===== src/rtl/lcd_cmd_queue_if.sv =====
// Handshake bundle between the core LCD write port, the command queue and lcd_ctrl.
// The slave side is the queue itself; the master side is whoever drives the queue.
interface lcd_cmd_queue_if #(
  parameter int DATA_W = 32,
  parameter int DEPTH  = 16
);
  localparam int CNT_W = $clog2(DEPTH) + 1;

  logic              i_wr_vld;
  logic [DATA_W-1:0] i_wr_data;
  logic              o_wr_rdy;
  logic              o_vld;
  logic [DATA_W-1:0] o_data;
  logic              i_rdy;
  logic [CNT_W-1:0]  o_count;
  logic              o_empty;
  logic              o_full;
  logic              o_overflow;
  logic              i_ovf_clr;

  modport slave (
    input  i_wr_vld, i_wr_data, i_rdy, i_ovf_clr,
    output o_wr_rdy, o_vld, o_data, o_count, o_empty, o_full, o_overflow
  );

  modport master (
    output i_wr_vld, i_wr_data, i_rdy, i_ovf_clr,
    input  o_wr_rdy, o_vld, o_data, o_count, o_empty, o_full, o_overflow
  );
endinterface


===== src/rtl/lcd_cmd_queue.sv =====
// LCD command FIFO: a (DEPTH-1)-word circular RAM behind a registered head word (OREG),
// so back-to-back core writes are absorbed while lcd_ctrl drains one word per transfer.
//
// state    | meaning
// S_EMPTY  | OREG holds nothing, o_vld=0 (RAM is empty as well)
// S_LOADED | OREG holds the oldest queued word, o_vld=1
module lcd_cmd_queue #(
  parameter int DATA_W = 32,
  parameter int DEPTH  = 16
) (
  input  logic           i_clk,
  input  logic           i_rst,
  lcd_cmd_queue_if.slave bus
);
  localparam int CNT_W = $clog2(DEPTH) + 1;
  localparam int RAM_D = DEPTH - 1;
  localparam int PTR_W = (RAM_D > 1) ? $clog2(RAM_D) : 1;
  localparam logic [CNT_W-1:0] L_DEPTH    = CNT_W'(DEPTH);
  localparam logic [PTR_W-1:0] L_PTR_LAST = PTR_W'(RAM_D - 1);

  typedef enum logic {
    S_EMPTY  = 1'b0,
    S_LOADED = 1'b1
  } state_t;

  state_t            r_state;
  state_t            w_state_nxt;
  logic [DATA_W-1:0] r_ram [RAM_D];
  logic [PTR_W-1:0]  r_wr_ptr;
  logic [PTR_W-1:0]  r_rd_ptr;
  logic [CNT_W-1:0]  r_count;
  logic [DATA_W-1:0] r_data;
  logic              r_ovf;

  logic             w_loaded;
  logic             w_full;
  logic             w_wr_acc;
  logic             w_pop;
  logic             w_ram_empty;
  logic             w_load_ram;
  logic             w_load_byp;
  logic             w_ram_wr;
  logic [PTR_W-1:0] w_wr_ptr_nxt;
  logic [PTR_W-1:0] w_rd_ptr_nxt;

  assign w_loaded    = (r_state == S_LOADED);
  assign w_full      = (r_count == L_DEPTH);
  assign w_wr_acc    = bus.i_wr_vld && !w_full;
  assign w_pop       = w_loaded && bus.i_rdy;
  // RAM occupancy is total occupancy minus the word sitting in OREG.
  assign w_ram_empty = (r_count == {{(CNT_W-1){1'b0}}, w_loaded});

  assign w_wr_ptr_nxt = (r_wr_ptr == L_PTR_LAST) ? '0 : r_wr_ptr + PTR_W'(1);
  assign w_rd_ptr_nxt = (r_rd_ptr == L_PTR_LAST) ? '0 : r_rd_ptr + PTR_W'(1);

  always_ff @(posedge i_clk) begin
    if (i_rst) begin
      r_state <= S_EMPTY;
    end else begin
      r_state <= w_state_nxt;
    end
  end

  always_comb begin
    w_state_nxt = r_state;
    w_load_ram  = 1'b0;
    w_load_byp  = 1'b0;
    case (r_state)
      S_EMPTY: begin
        if (!w_ram_empty) begin
          w_load_ram  = 1'b1;
          w_state_nxt = S_LOADED;
        end else if (w_wr_acc) begin
          w_load_byp  = 1'b1;
          w_state_nxt = S_LOADED;
        end
      end
      S_LOADED: begin
        if (w_pop) begin
          if (!w_ram_empty) begin
            w_load_ram = 1'b1;
          end else if (w_wr_acc) begin
            w_load_byp = 1'b1;
          end else begin
            w_state_nxt = S_EMPTY;
          end
        end
      end
    endcase
  end

  // Any accepted write that does not bypass straight into OREG lands at the RAM tail.
  assign w_ram_wr = w_wr_acc && !w_load_byp;

  always_ff @(posedge i_clk) begin
    if (!i_rst && w_ram_wr) begin
      r_ram[r_wr_ptr] <= bus.i_wr_data;
    end
  end

  always_ff @(posedge i_clk) begin
    if (i_rst) begin
      r_wr_ptr <= '0;
      r_rd_ptr <= '0;
      r_count  <= '0;
      r_data   <= '0;
      r_ovf    <= 1'b0;
    end else begin
      if (w_load_ram) begin
        r_data   <= r_ram[r_rd_ptr];
        r_rd_ptr <= w_rd_ptr_nxt;
      end else if (w_load_byp) begin
        r_data <= bus.i_wr_data;
      end

      if (w_ram_wr) begin
        r_wr_ptr <= w_wr_ptr_nxt;
      end

      case ({w_wr_acc, w_pop})
        2'b10:   r_count <= r_count + CNT_W'(1);
        2'b01:   r_count <= r_count - CNT_W'(1);
        default: r_count <= r_count;
      endcase

      if (bus.i_wr_vld && w_full) begin
        r_ovf <= 1'b1;
      end else if (bus.i_ovf_clr) begin
        r_ovf <= 1'b0;
      end
    end
  end

  assign bus.o_vld      = w_loaded;
  assign bus.o_data     = r_data;
  assign bus.o_count    = r_count;
  assign bus.o_empty    = (r_count == '0);
  assign bus.o_full     = w_full;
  assign bus.o_wr_rdy   = !w_full;
  assign bus.o_overflow = r_ovf;
endmodule


===== src/flat_wrapper.sv =====
// flat-port wrapper written by rule: the top's interface ports become plain ports
module lcd_cmd_queue_flat 
#(
  parameter int DATA_W = 32,
  parameter int DEPTH  = 16
)
  (i_clk, i_rst, bus_i_wr_vld, bus_i_wr_data, bus_i_rdy, bus_i_ovf_clr, bus_o_wr_rdy, bus_o_vld, bus_o_data, bus_o_count, bus_o_empty, bus_o_full, bus_o_overflow);
  lcd_cmd_queue_if #(.DATA_W(DATA_W), .DEPTH(DEPTH)) bus_i ();
  input  logic i_clk;
  input  logic i_rst;
  input wire logic [$bits(bus_i.i_wr_vld)-1:0] bus_i_wr_vld;
  input wire logic [$bits(bus_i.i_wr_data)-1:0] bus_i_wr_data;
  input wire logic [$bits(bus_i.i_rdy)-1:0] bus_i_rdy;
  input wire logic [$bits(bus_i.i_ovf_clr)-1:0] bus_i_ovf_clr;
  output wire logic [$bits(bus_i.o_wr_rdy)-1:0] bus_o_wr_rdy;
  output wire logic [$bits(bus_i.o_vld)-1:0] bus_o_vld;
  output wire logic [$bits(bus_i.o_data)-1:0] bus_o_data;
  output wire logic [$bits(bus_i.o_count)-1:0] bus_o_count;
  output wire logic [$bits(bus_i.o_empty)-1:0] bus_o_empty;
  output wire logic [$bits(bus_i.o_full)-1:0] bus_o_full;
  output wire logic [$bits(bus_i.o_overflow)-1:0] bus_o_overflow;
  assign bus_i.i_wr_vld = bus_i_wr_vld;
  assign bus_i.i_wr_data = bus_i_wr_data;
  assign bus_i.i_rdy = bus_i_rdy;
  assign bus_i.i_ovf_clr = bus_i_ovf_clr;
  assign bus_o_wr_rdy = bus_i.o_wr_rdy;
  assign bus_o_vld = bus_i.o_vld;
  assign bus_o_data = bus_i.o_data;
  assign bus_o_count = bus_i.o_count;
  assign bus_o_empty = bus_i.o_empty;
  assign bus_o_full = bus_i.o_full;
  assign bus_o_overflow = bus_i.o_overflow;
  lcd_cmd_queue #(.DATA_W(DATA_W), .DEPTH(DEPTH)) u_core (.i_clk(i_clk), .i_rst(i_rst), .bus(bus_i));
endmodule

===== config.mk =====
export PLATFORM = sky130hd
export DESIGN_NAME = lcd_cmd_queue_flat
export DESIGN_NICKNAME = d
export VERILOG_FILES = /design/src/rtl/lcd_cmd_queue_if.sv /design/src/rtl/lcd_cmd_queue.sv /design/src/flat_wrapper.sv
export SDC_FILE = /design/constraint.sdc
export NUM_CORES = 1
export LEC_CHECK = 0
export BUFFER_PORTS_ARGS = -buffer_cell sky130_fd_sc_hd__clkbuf_2
export CAP_MARGIN = 30
export CELL_PAD_IN_SITES_DETAIL_PLACEMENT = 0
export CELL_PAD_IN_SITES_GLOBAL_PLACEMENT = 1
export CORE_MARGIN = 4
export CORE_UTILIZATION = 25
export DETAILED_ROUTE_END_ITERATION = 8
export PLACE_DENSITY = 0.5
export SLEW_MARGIN = 20
export SYNTH_ARGS = -nofsm -noshare
export SYNTH_HDL_FRONTEND = slang
export SYNTH_SLANG_ARGS = --single-unit
export TNS_END_PERCENT = 1

===== constraint.sdc =====
create_clock -name i_clk -period 13.1 [get_ports i_clk]
set_input_delay 0.655 -clock i_clk [delete_from_list [all_inputs] [get_ports i_clk]]
set_output_delay 0.655 -clock i_clk [all_outputs]
set_load 0.02 [all_outputs]

==> reports/qor.yml <==
synth_commonest_cells: "480 x edfxtp_1, 81 x mux4_2, 57 x mux2i_1"
ys_warn_count: 0
dp_slack_ns: 9.54
grt_util_met1: 0.167
hold_end: "u_core.bus.o_overflow$_SDFFE_PP0P_"
path_buf_inv: 3
num_rows: 105
regToRegSetupSlack_ns: 9.66
busiest_layer: "met2"
min-delay-start: "bus_i_ovf_clr"
die_w_um: 296
viasPerCell: 4.59
worst_pin_slew_ns: 0.936
required_ns: 13.56
synth_seq_area_share: 0.747
cts_tree: "done"
seq_area_mm2: 0.0154
cp_top_family: "buffers and inverters"
syn_inst: 1141
gr-usage-met2: 0.198
whs_ns: 0.350
post-dp-hpwl_mm: 29.9
syn_avg_cell_area_um2: 18.1
cts_max_path_buffers: 3
startpoint_type: "flip-flop"
die_y_um: 296
hold_violations: 0
path_clk_slew_ns: 0.06
grt_overflow: 0
async_flop_share: 0
cts_made_buffers: 58
outcome: "finished, final reports clean"
drc: 0
arrival_ns: 3.90
maxSlewViolCount: 0
worstPathCellList: "buf_4 > buf_16 > buf_4 > mux4_2 > mux2_2 > o21ai_0 > o22ai_1"
postCtsSetupRepairBufs: 0
final.setup.tns_ns: 0
initial_core_util: 0.252
ys_types: 50
cp-end-kind: "flip-flop"
gp_congestion: 0.690
p_leak_nw: 7.64
setup_slack_ns: 9.66
ys_ff_latch: 531
die_area_mm2: 0.0873
root_buffer: "clkbuf_16"
via_count: 10800
fill_cells: 8108
critPathKind: "reg2reg"
synthTopCellsByArea: "edfxtp_1 70%, mux4_2 8.8%, dfxtp_1 4.9%"
layout-drive-gt1-share: 0.257
area_growth_pct: 18.1
yosysMostFrequentCell: "edfxtp_1"
multi_input_area_mm2: 0.00492
synth_nets: 1181
synth_top_cell_area_share: 0.697
ctsResizeCount: 0
crit_path_max_fanout: 40
grt_pass1_wl_mm: 77.6
ant_nets: 0
ir_drop_uv: 99.1
hp-class: "in2reg"
yosysTopAreaCell: "edfxtp_1"
clk_latency_ns: 0.62
post_drt_wl_per_cell_um: 22.6
ioPinCount: 79
clock_skew_ns: 0.0258
critPathMaxStageDelay_ns: 0.68
num-nets-final: 1278
ys.flop_type: "edfxtp_1"
crit_top_cell: "buf_4"
setup-violations-final: 0
r2r_cells: 7
first_global_vias: 11000
core_area_mm2: 0.0820
synthesis.area_mm2: 0.0207
finalCritPeriodShare: 0.263
period_minus_slack_ns: 3.44
io_buffers: 78
maxSlewHeadroom: 0.376
worstReg2RegEnd: "u_core.bus.o_data[12]$_SDFFE_PP0P_"
dr.pass1.iters: 5
drv_cap: 0
antenna_found_initial: 1
routed_wl_mm: 53.3
grtUsageTotal: 0.121
use_met3: 0.0215
max_freq_mhz: 290
whs_path_depth: 4
cp_slowest_cell: "dfxtp_4"
p_per_area_mw_per_mm2: 182
diodes: 0
postCtsHoldBufs: 0
rsz0062_at_grt: "no"
clkSinkCount: 531
grt_start_max_net_pins: 67
first_iter_violations: 882
power_mw: 4.44
cts_htree_levels: 2
synth_edf_count: 480
## cell type report
cell class | count | area share
multi-input combinational | 513 | 0.202
clock buffer | 82 | 0.0685
timing repair buffer | 111 | 0.0296
tap | 1070 | 0.0549
inverter | 23 | 0.00354
sequential | 531 | 0.633
clock inverter | 26 | 0.00902
## placed cells by master (no fill, tap or decap), types with 10 or more instances in the layout
master	netlist	routed
nor2_1	20	12
a21oi_1	26	26
a22oi_1	32	32
nor3_1	21	17
a31oi_1	13	13
o21ai_0	50	50
nor2b_1	20	20
a211oi_1	17	17
mux4_2	81	81
nand2_1	35	35
o221ai_1	17	17
clkinv_2	0	10
clkbuf_8	0	11
clkbuf_2	0	78
mux2i_1	57	57
clkbuf_16	0	59
o22ai_1	32	32
mux2_2	23	23
clkbuf_1	41	12
inv_1	23	23
dfxtp_1	51	47
edfxtp_1	480	480
buf_4	0	27
## cells by family after synthesis
family / synth area share
flip-flops: 0.747
AO/OA/AOI/OAI: 0.0686
multiplexers: 0.128
AND/OR/NAND/NOR: 0.0322
buffers and inverters: 0.0202
XOR/XNOR: 0.00212
adder cells (fa/ha/maj): 0.00182
## through the flow
stage | area (µm²) | utilization | cells
6_report | 24400 | 0.298 | 2356
5_1_grt | 24400 | 0.298 | 2356
4_1_cts | 24400 | 0.298 | 2355
3_5_place_dp | 22500 | 0.275 | 2247
3_3_place_gp | 22400 | 0.273 | 2241
2_1_floorplan | 20700 | - | 1141
## worst min-delay path, delay by kind of cell
kind                   cells  cell delay (ns)
and+or+nand+nor            2             0.08
AOI/OAI and AO/OA          1             0.10
buffers and inverters      1             0.08
## registers in the layout, indices dropped and copies added, names as in the netlist, named ones only
register	flops
u_core.r_ram	480
u_core.bus.o_data	32
u_core.bus.o_count	5
u_core.r_rd_ptr	4
u_core.r_wr_ptr	4
u_core.bus.o_overflow	1
u_core.bus.o_vld	1
## worst max path at each step
stage          cells past startpoint  slack [ns]  startpoint                                  to
4_1_cts                            7        9.54   flip-flop  u_core.bus.o_data[21]$_SDFFE_PP0P_
3_5_place_dp                       7        9.54   flip-flop  u_core.bus.o_data[21]$_SDFFE_PP0P_
6_report                           7        9.66   flip-flop  u_core.bus.o_data[12]$_SDFFE_PP0P_
3_3_place_gp                       6        9.33   flip-flop  u_core.bus.o_data[26]$_SDFFE_PP0P_
2_1_floorplan                      5        8.01   bus_i_rdy        u_core.r_ram[8][0]$_DFFE_PP_
5_1_grt                            7        9.34   flip-flop  u_core.bus.o_data[12]$_SDFFE_PP0P_
## per-layer routing
layer  routed length [µm]  part of all wire  vias up
li1                     -                 -     4841
met1                24400              0.46     5677
met2                25600              0.48      245
met3                 2350             0.044       57
met4                  941             0.018        0
met5                    0                 0        -
## power by group
| part | total (mW) | leakage (nW) | internal, mW | switching (mW) |
|---|---|---|---|---|
| Sequential | 2.02 | 4.74 | 1.92 | 0.103 |
| Combinational | 0.808 | 1.96 | 0.338 | 0.470 |
| Clock | 1.61 | 0.939 | 0.946 | 0.661 |
| Total | 4.44 | 7.64 | 3.20 | 1.23 |
No activity file was read; power rests on OpenSTA's default activity.
